[config.mk]
export PLATFORM = sky130hd
export DESIGN_NAME = error_injection_sequencer
export DESIGN_NICKNAME = d
export VERILOG_FILES = /design/src/rtl/error_injection_sequencer.sv
export SDC_FILE = /design/constraint.sdc
export NUM_CORES = 1
export LEC_CHECK = 0
export BUFFER_PORTS_ARGS = -buffer_cell sky130_fd_sc_hd__buf_2
export CAP_MARGIN = 10
export CELL_PAD_IN_SITES_DETAIL_PLACEMENT = 0
export CELL_PAD_IN_SITES_GLOBAL_PLACEMENT = 1
export CORE_MARGIN = 2
export CORE_UTILIZATION = 41
export CTS_CLUSTER_DIAMETER = 40
export DETAILED_ROUTE_END_ITERATION = 7
export GPL_ROUTABILITY_DRIVEN = 0
export PLACE_DENSITY_LB_ADDON = 0.15
export SLEW_MARGIN = 20
export SYNTH_ARGS = -nofsm -noshare
export SYNTH_HDL_FRONTEND = slang
export SYNTH_SLANG_ARGS = --single-unit
[constraint.sdc]
create_clock -name clk -period 2.6 [get_ports clk]
set_clock_uncertainty 0.05 [all_clocks]
set_input_delay 0.13 -clock clk [delete_from_list [all_inputs] [get_ports clk]]
set_output_delay 0.13 -clock clk [all_outputs]
set_load 0.05 [all_outputs]
[src/rtl/error_injection_sequencer.sv]
// error_injection_sequencer: clocked error injector for one slice [LWB..UPB]
// of a shared global error index. Supports one-shot, burst, periodic and
// sticky injection patterns.
// Optional build macro ERR_INJ_STATUS_EN adds the inj_total status counter.
module error_injection_sequencer #(
  parameter int CTRL_W = 16,
  parameter int LWB    = 0,
  parameter int UPB    = 4,
  parameter int CNT_W  = 8,
  localparam int LCL   = UPB - LWB + 1
) (
  input  logic              clk,
  input  logic              rst,
  input  logic              err_en,
  input  logic [CTRL_W-1:0] err_ctrl,
  input  logic [1:0]        err_mode,
  input  logic [CNT_W-1:0]  err_cnt,
  input  logic              err_arm,
  output logic [LCL-1:0]    lcl_err,
  output logic              busy,
`ifdef ERR_INJ_STATUS_EN
  output logic [15:0]       inj_total,
`endif
  output logic              done
);

  localparam int IDX_W = (LCL > 1) ? $clog2(LCL) : 1;
  localparam logic [CTRL_W-1:0] LWB_C  = CTRL_W'(LWB);
  localparam logic [CTRL_W-1:0] SPAN_C = CTRL_W'(UPB - LWB);

  typedef enum logic [1:0] {IDLE, ACTIVE, GAP, DONE} state_t;
  typedef enum logic [1:0] {ONESHOT, BURST, PERIODIC, STICKY} mode_t;

  state_t            state, state_n;
  mode_t             mode_q, mode_n;
  logic [IDX_W-1:0]  idx, idx_n;
  logic [CNT_W-1:0]  gap, gap_n;
  logic [CNT_W-1:0]  rem, rem_n;
  logic [LCL-1:0]    lcl_n;
  logic              busy_n, done_n;
  logic [CTRL_W-1:0] offset;
  logic              in_range;

  // A single wrapped subtraction covers both bounds: below-LWB indices wrap
  // to a value larger than the slice span.
  assign offset   = err_ctrl - LWB_C;
  assign in_range = (offset <= SPAN_C);

  // Next-state and next-output decode; outputs are registered from these.
  always_comb begin
    state_n = state;
    mode_n  = mode_q;
    idx_n   = idx;
    gap_n   = gap;
    rem_n   = rem;
    done_n  = 1'b0;
    if (!err_en) begin
      state_n = IDLE;
    end else begin
      case (state)
        IDLE: begin
          if (err_arm) begin
            if (in_range) begin
              state_n = ACTIVE;
              mode_n  = mode_t'(err_mode);
              idx_n   = offset[IDX_W-1:0];
              gap_n   = err_cnt;
              rem_n   = (mode_t'(err_mode) == BURST && err_cnt != '0)
                        ? err_cnt - CNT_W'(1) : '0;
            end else begin
              done_n = 1'b1;
            end
          end
        end
        ACTIVE: begin
          case (mode_q)
            ONESHOT: state_n = DONE;
            BURST: begin
              if (rem == '0) state_n = DONE;
              else           rem_n   = rem - CNT_W'(1);
            end
            PERIODIC: begin
              if (gap != '0) begin
                state_n = GAP;
                rem_n   = gap - CNT_W'(1);
              end
            end
            default: state_n = ACTIVE;
          endcase
        end
        GAP: begin
          if (rem == '0) state_n = ACTIVE;
          else           rem_n   = rem - CNT_W'(1);
        end
        default: state_n = IDLE;
      endcase
    end
    lcl_n = '0;
    if (state_n == ACTIVE) lcl_n[idx_n] = 1'b1;
    busy_n = (state_n == ACTIVE) || (state_n == GAP);
    done_n = done_n || (state_n == DONE);
  end

  // State, latched transaction fields and registered outputs.
  always_ff @(posedge clk) begin
    if (rst) begin
      state   <= IDLE;
      mode_q  <= ONESHOT;
      idx     <= '0;
      gap     <= '0;
      rem     <= '0;
      lcl_err <= '0;
      busy    <= 1'b0;
      done    <= 1'b0;
    end else begin
      state   <= state_n;
      mode_q  <= mode_n;
      idx     <= idx_n;
      gap     <= gap_n;
      rem     <= rem_n;
      lcl_err <= lcl_n;
      busy    <= busy_n;
      done    <= done_n;
    end
  end

`ifdef ERR_INJ_STATUS_EN
  // Saturating count of cycles with any local error asserted; abort keeps it.
  always_ff @(posedge clk) begin
    if (rst) inj_total <= '0;
    else if ((|lcl_err) && (inj_total != 16'hFFFF)) inj_total <= inj_total + 16'd1;
  end
`endif

endmodule
# Word level (Yosys, flattened, before mapping)
# Index checks and enable logic that the tools add are counted.
# totals
regBits	30
word_cells	65
# op_classes
add_sub_neg	3
magnitude_cmp	3
eq_ne	12
muxes	25
bitwise	1
reduce_logical	13
# ops
cell	count
8-bit two-way mux	5
8-bit one-hot mux with 3 select lines	1
8-bit by 1-bit subtractor with 8-bit output, second input constant	3
16-bit by 3-bit less-or-equal comparator with 1-bit output, second input constant	1
8-bit one-hot mux with 2 select lines	1
8-bit nonzero test	2
2-bit two-way mux	6
3-bit two-way mux	4
2-bit one-hot mux with 3 select lines	2
2-bit by 1-bit equality test with 1-bit output, second input constant	4
2-bit equality test, second input constant	4
8-bit logical NOT	1
6-bit AND reduction	1
1-bit two-way mux	5
2-bit logical NOT	2
3-bit by 4-bit less-than comparator with 1-bit output, second input constant	1
2-bit inequality test, second input constant	2
4-bit AND reduction	1
1-bit demux with 3-bit select	1
3-bit by 1-bit greater-or-equal comparator with 1-bit output, second input constant	1
3-bit by 2-bit inequality test with 1-bit output, second input constant	1
3-bit inequality test, second input constant	1
3-bit nonzero test	1
1-bit logical AND	2
3 further kinds	4

# Longest topological paths before layout
# logic_depth
word_depth	9
depth_mapped	11

# Worst setup path after synthesis
# OpenSTA, ideal clock, no wires.
# synth_timing
path_type	register to register
startpoint	reg rem[2]
endpoint	reg lcl_err[0]
arrival_time_ns	2.256
setup_slack_ns	0.214
stages_incl_launch_ff	10
path_buffers	1
path_cell_list	dfxtp_1 or4_4 or3_1 buf_2 and2_2 o21ai_1 a21o_1 ha_1 nand2b_1 nor3b_1
# synth_via
elab_chain_len	8
elab_cells_between_ends	9
# synth_rtl
element	line	text
from (decl)	38	logic [CNT_W-1:0] rem, rem_n;
from (signal assigned)	120	rem <= rem_n;
8-bit logical NOT (*)	79, 92	
2-bit two-way mux	79	if (rem == '0) state_n = DONE;
2-bit one-hot mux with 3 select lines	76	case (mode_q)
2-bit one-hot mux with 3 select lines (*)	60	case (state)
2-bit two-way mux (*)	57	if (!err_en) begin
2-bit by 1-bit equality test with 1-bit output (*)	99	if (state_n == ACTIVE) lcl_n[idx_n] = 1'b1;
1-bit NOT (no line) (*)	n/a	
2-bit OR reduction (no line) (*)	n/a	
to (signal assigned)	121	lcl_err <= lcl_n;
to (decl)	19	output logic [LCL-1:0] lcl_err,
# Mark *: on every way between the ends. The rest lies on a longest branch, timed or not.
# A chain may end at the register's enable or synchronous reset.

# Worst setup path in the final report
# layout_timing
startpoint	reg rem[3]
endpoint	reg lcl_err[1]
# Same word-level chain as after synthesis.

==> run summary <==
commonest non-fill, non-tap cells in the layout = buf_2, nor2_1, dfxtp_1, a21oi_1, mux2i_1
CP Data Required Time = 2760 ps
final hold slack = 42.44 ps
Adder-Cell Fraction of Synth Area = 7.571%
layout overhead on the synthesized area = 21.07%
# IOs = 37
CTS buffer count = 5
reg2reg setup slack = 150 ps
hold worst-path end = mode_q[1]
core area = 4692 um^2
initial DRC count = 98
Via Count = 1869
post-synthesis sequential area ratio = 30.28%
Post-CTS Hold Buffers = 0
Post-synth EDFFs = 0
critical path type = reg2reg
final hold violations = 0
multi-input logic area = 1311 um^2
maximum clock insertion buffer count = 2
nature of the critical path startpoint = flop
commonest non-fill, non-tap cell in the layout = buf_2
Switch Pwr = 0.2426 mW
R2R depth = 8
mux cell area share after synthesis = 8.076%
Final HPWL DP = 3746 um
Reg power frac = 45.0%
Most used DFF post-synth = dfxtp_1
DR vias/cell = 5.513
ANT nets after route = 0
f_max = 408.9 MHz
drt total wl = 4840 um
placed cells = 331
Warnings, synthesis = 0
FF-to-FF End = lcl_err[1]
outcome = completed
initial antenna violation count = 0
# port buffers = 36
combinational fraction of design power = 7.8%
worst-path maximum fanout = 6
die width = 73.55 um
Leak Pwr = 0.9281 nW
largest net degree at the start of global routing = 27
Die Height = 73.55 um
Setup crit end kind = flop
register area = 600.6 um^2
Syn Area/Cell = 8.403 um^2
vias in the first global route = 1709
TritonCTS clock tree = built
VDD IR max = 0.3021 mV
crit path DAT = 2610 ps
Post-Route Utilization = 51.17%
Max-Cap Viols = 0
number of antenna diodes = 0
Critical Path Start = rem[3]
Netlist Area Pre-Place = 1983 um^2
Net Count, Synth = 278
Worst Hold Launch = err_mode[1]
post-synthesis cell count = 236
crit path time final = 2446 ps
P_int = 0.7785 mW
switching share of power = 23.76%
r2r startpoint = rem[3]
first-pass GRT wire length = 8155 um
clock latency on the worst-skew pair = 290 ps
library cells used by synthesis = 45
largest family of logic cells by synthesized area = simple AND/OR/NAND/NOR gates
asr flop ratio synth = 0%
Synth Area in Compound Gates = 21.45%
Cell Rows = 25
Power Density = 425.3 nW/um^2
Max-slew headroom = 64.97%
Pwr Total = 1.021 mW
final slew viol count = 0
Least-Margin Pin Slew = 525.4 ps
Reg clk slew, reported paths = 70 ps
Total GRT Usage = 19.64%
residual DRC count = 0
Non-Filler Instances = 339
min-delay worst type = in2reg
nets = 326
Synth Area in XOR/XNOR = 3.975%
grt ovf = 0
Clk pwr share = 47.2%
worst hold path depth = 3
H-tree depth = 2
setup TNS = 0 ps
clk sinks = 30
Filler Cells Inserted = 496
Clock Root Buffer = clkbuf_8
Final setup viols = 0
Synth Area in Simple Gates = 24.79%
Period Utilization, post-route = 94.06%
#FFs+latches synth = 30
Initial Util = 42.27%
total iterations of the first detailed-routing run = 4
layout cell share with drive strength beyond 1 = 23.86%
Avg WL per Cell = 14.28 um
full die area = 5410 um^2
## logic make-up (layout without fill, tap and decap cells)
logic type / after synthesis / after routing
buf+inv: 19 / 68
mux: 16 / 16
flops: 30 / 30
compound gates: 63 / 63
fa+ha+maj: 12 / 12
xor+xnor: 9 / 9
simple gates: 87 / 87
## Yosys cell counts (all sizes together), types with 4 or more instances
| master | count | area, um^2 |
|---|---|---|
| or4 | 4 | 37.53 |
| or3 | 4 | 25.02 |
| inv | 14 | 52.55 |
| a211oi | 9 | 67.56 |
| nor4 | 7 | 43.79 |
| a311oi | 4 | 35.03 |
| nor2 | 30 | 112.6 |
| nand2 | 4 | 15.01 |
| a21oi | 19 | 95.09 |
| mux2i | 16 | 160.2 |
| nand2b | 6 | 37.54 |
| ha | 12 | 150.1 |
| nor3 | 9 | 50.05 |
| xnor2 | 6 | 52.55 |
| dfxtp | 30 | 600.6 |
| o21ai | 5 | 25.02 |
| nor3b | 5 | 37.54 |
| nor2b | 4 | 25.02 |
| o31ai | 8 | 60.06 |
## per-stage QoR
| stage | instance area, um^2 | worst slack [ps] |
|---|---|---|
| 3_3_place_gp | 2282 | 138.0 |
| 4_1_cts | 2396 | 75.43 |
| 3_5_place_dp | 2282 | 93.57 |
| 5_1_grt | 2401 | -1.582 |
| 2_1_floorplan | 1983 | 214.0 |
| 6_report | 2401 | 154.4 |
## worst max path at each step
stage / to / slack, ps / cells past startpoint
after floorplan: lcl_err[0] / 210 / 9
after global placement: lcl_err[0] / 140 / 8
after detailed placement: lcl_err[1] / 90 / 8
after CTS: lcl_err[1] / 80 / 8
after global routing: lcl_err[0] / -2 / 8
final: lcl_err[1] / 150 / 8
## critical path, cell delays in order (launching register included)
cell and delay [ps]:
dfxtp_1 350, or4_4 530, or3_4 420, and2_2 200, o21ai_1 210, a21o_1 150, ha_1 140, nand2b_1 120
nor3b_1 200
## flip-flops by register name (all words and copies together) (netlist names)
name	flops
gap	8
rem	8
lcl_err	5
idx	3
mode_q	2
state	2
busy	1
done	1
## per-layer routing
layer	GRT usage (%)	wire, um	up-vias
li1	-	-	978
met1	27.63	2380	854
met2	29.86	2209	32
met3	4.527	195	5
met4	5.859	54	0
met5	0	0	-
## final cells by class
type | instances | share of cell area, %
Tap cell | 54 | 2.814
Sequential cell | 30 | 25.01
Clock buffer | 5 | 2.866
Multi-Input combinational cell | 187 | 54.61
Timing Repair Buffer | 46 | 10.63
Inverter | 14 | 2.189
Clock inverter | 3 | 1.876
## what timing repair did
item,4_1_cts,5_1_grt
setup buffers,0,0
setup endpoints to repair,0,5
resized for setup,0,1
## power by group through the flow
stage	sequential, mW	clock [mW]	combinational (mW)
after global routing	0.460	0.521	0.0888
after floorplan	0.473	0	0.0360
after detailed placement	0.471	0	0.0797
final	0.460	0.481	0.0796
after CTS	0.460	0.497	0.0800
after global placement	0.471	0	0.0803
Power figures use the tool's default switching activity.
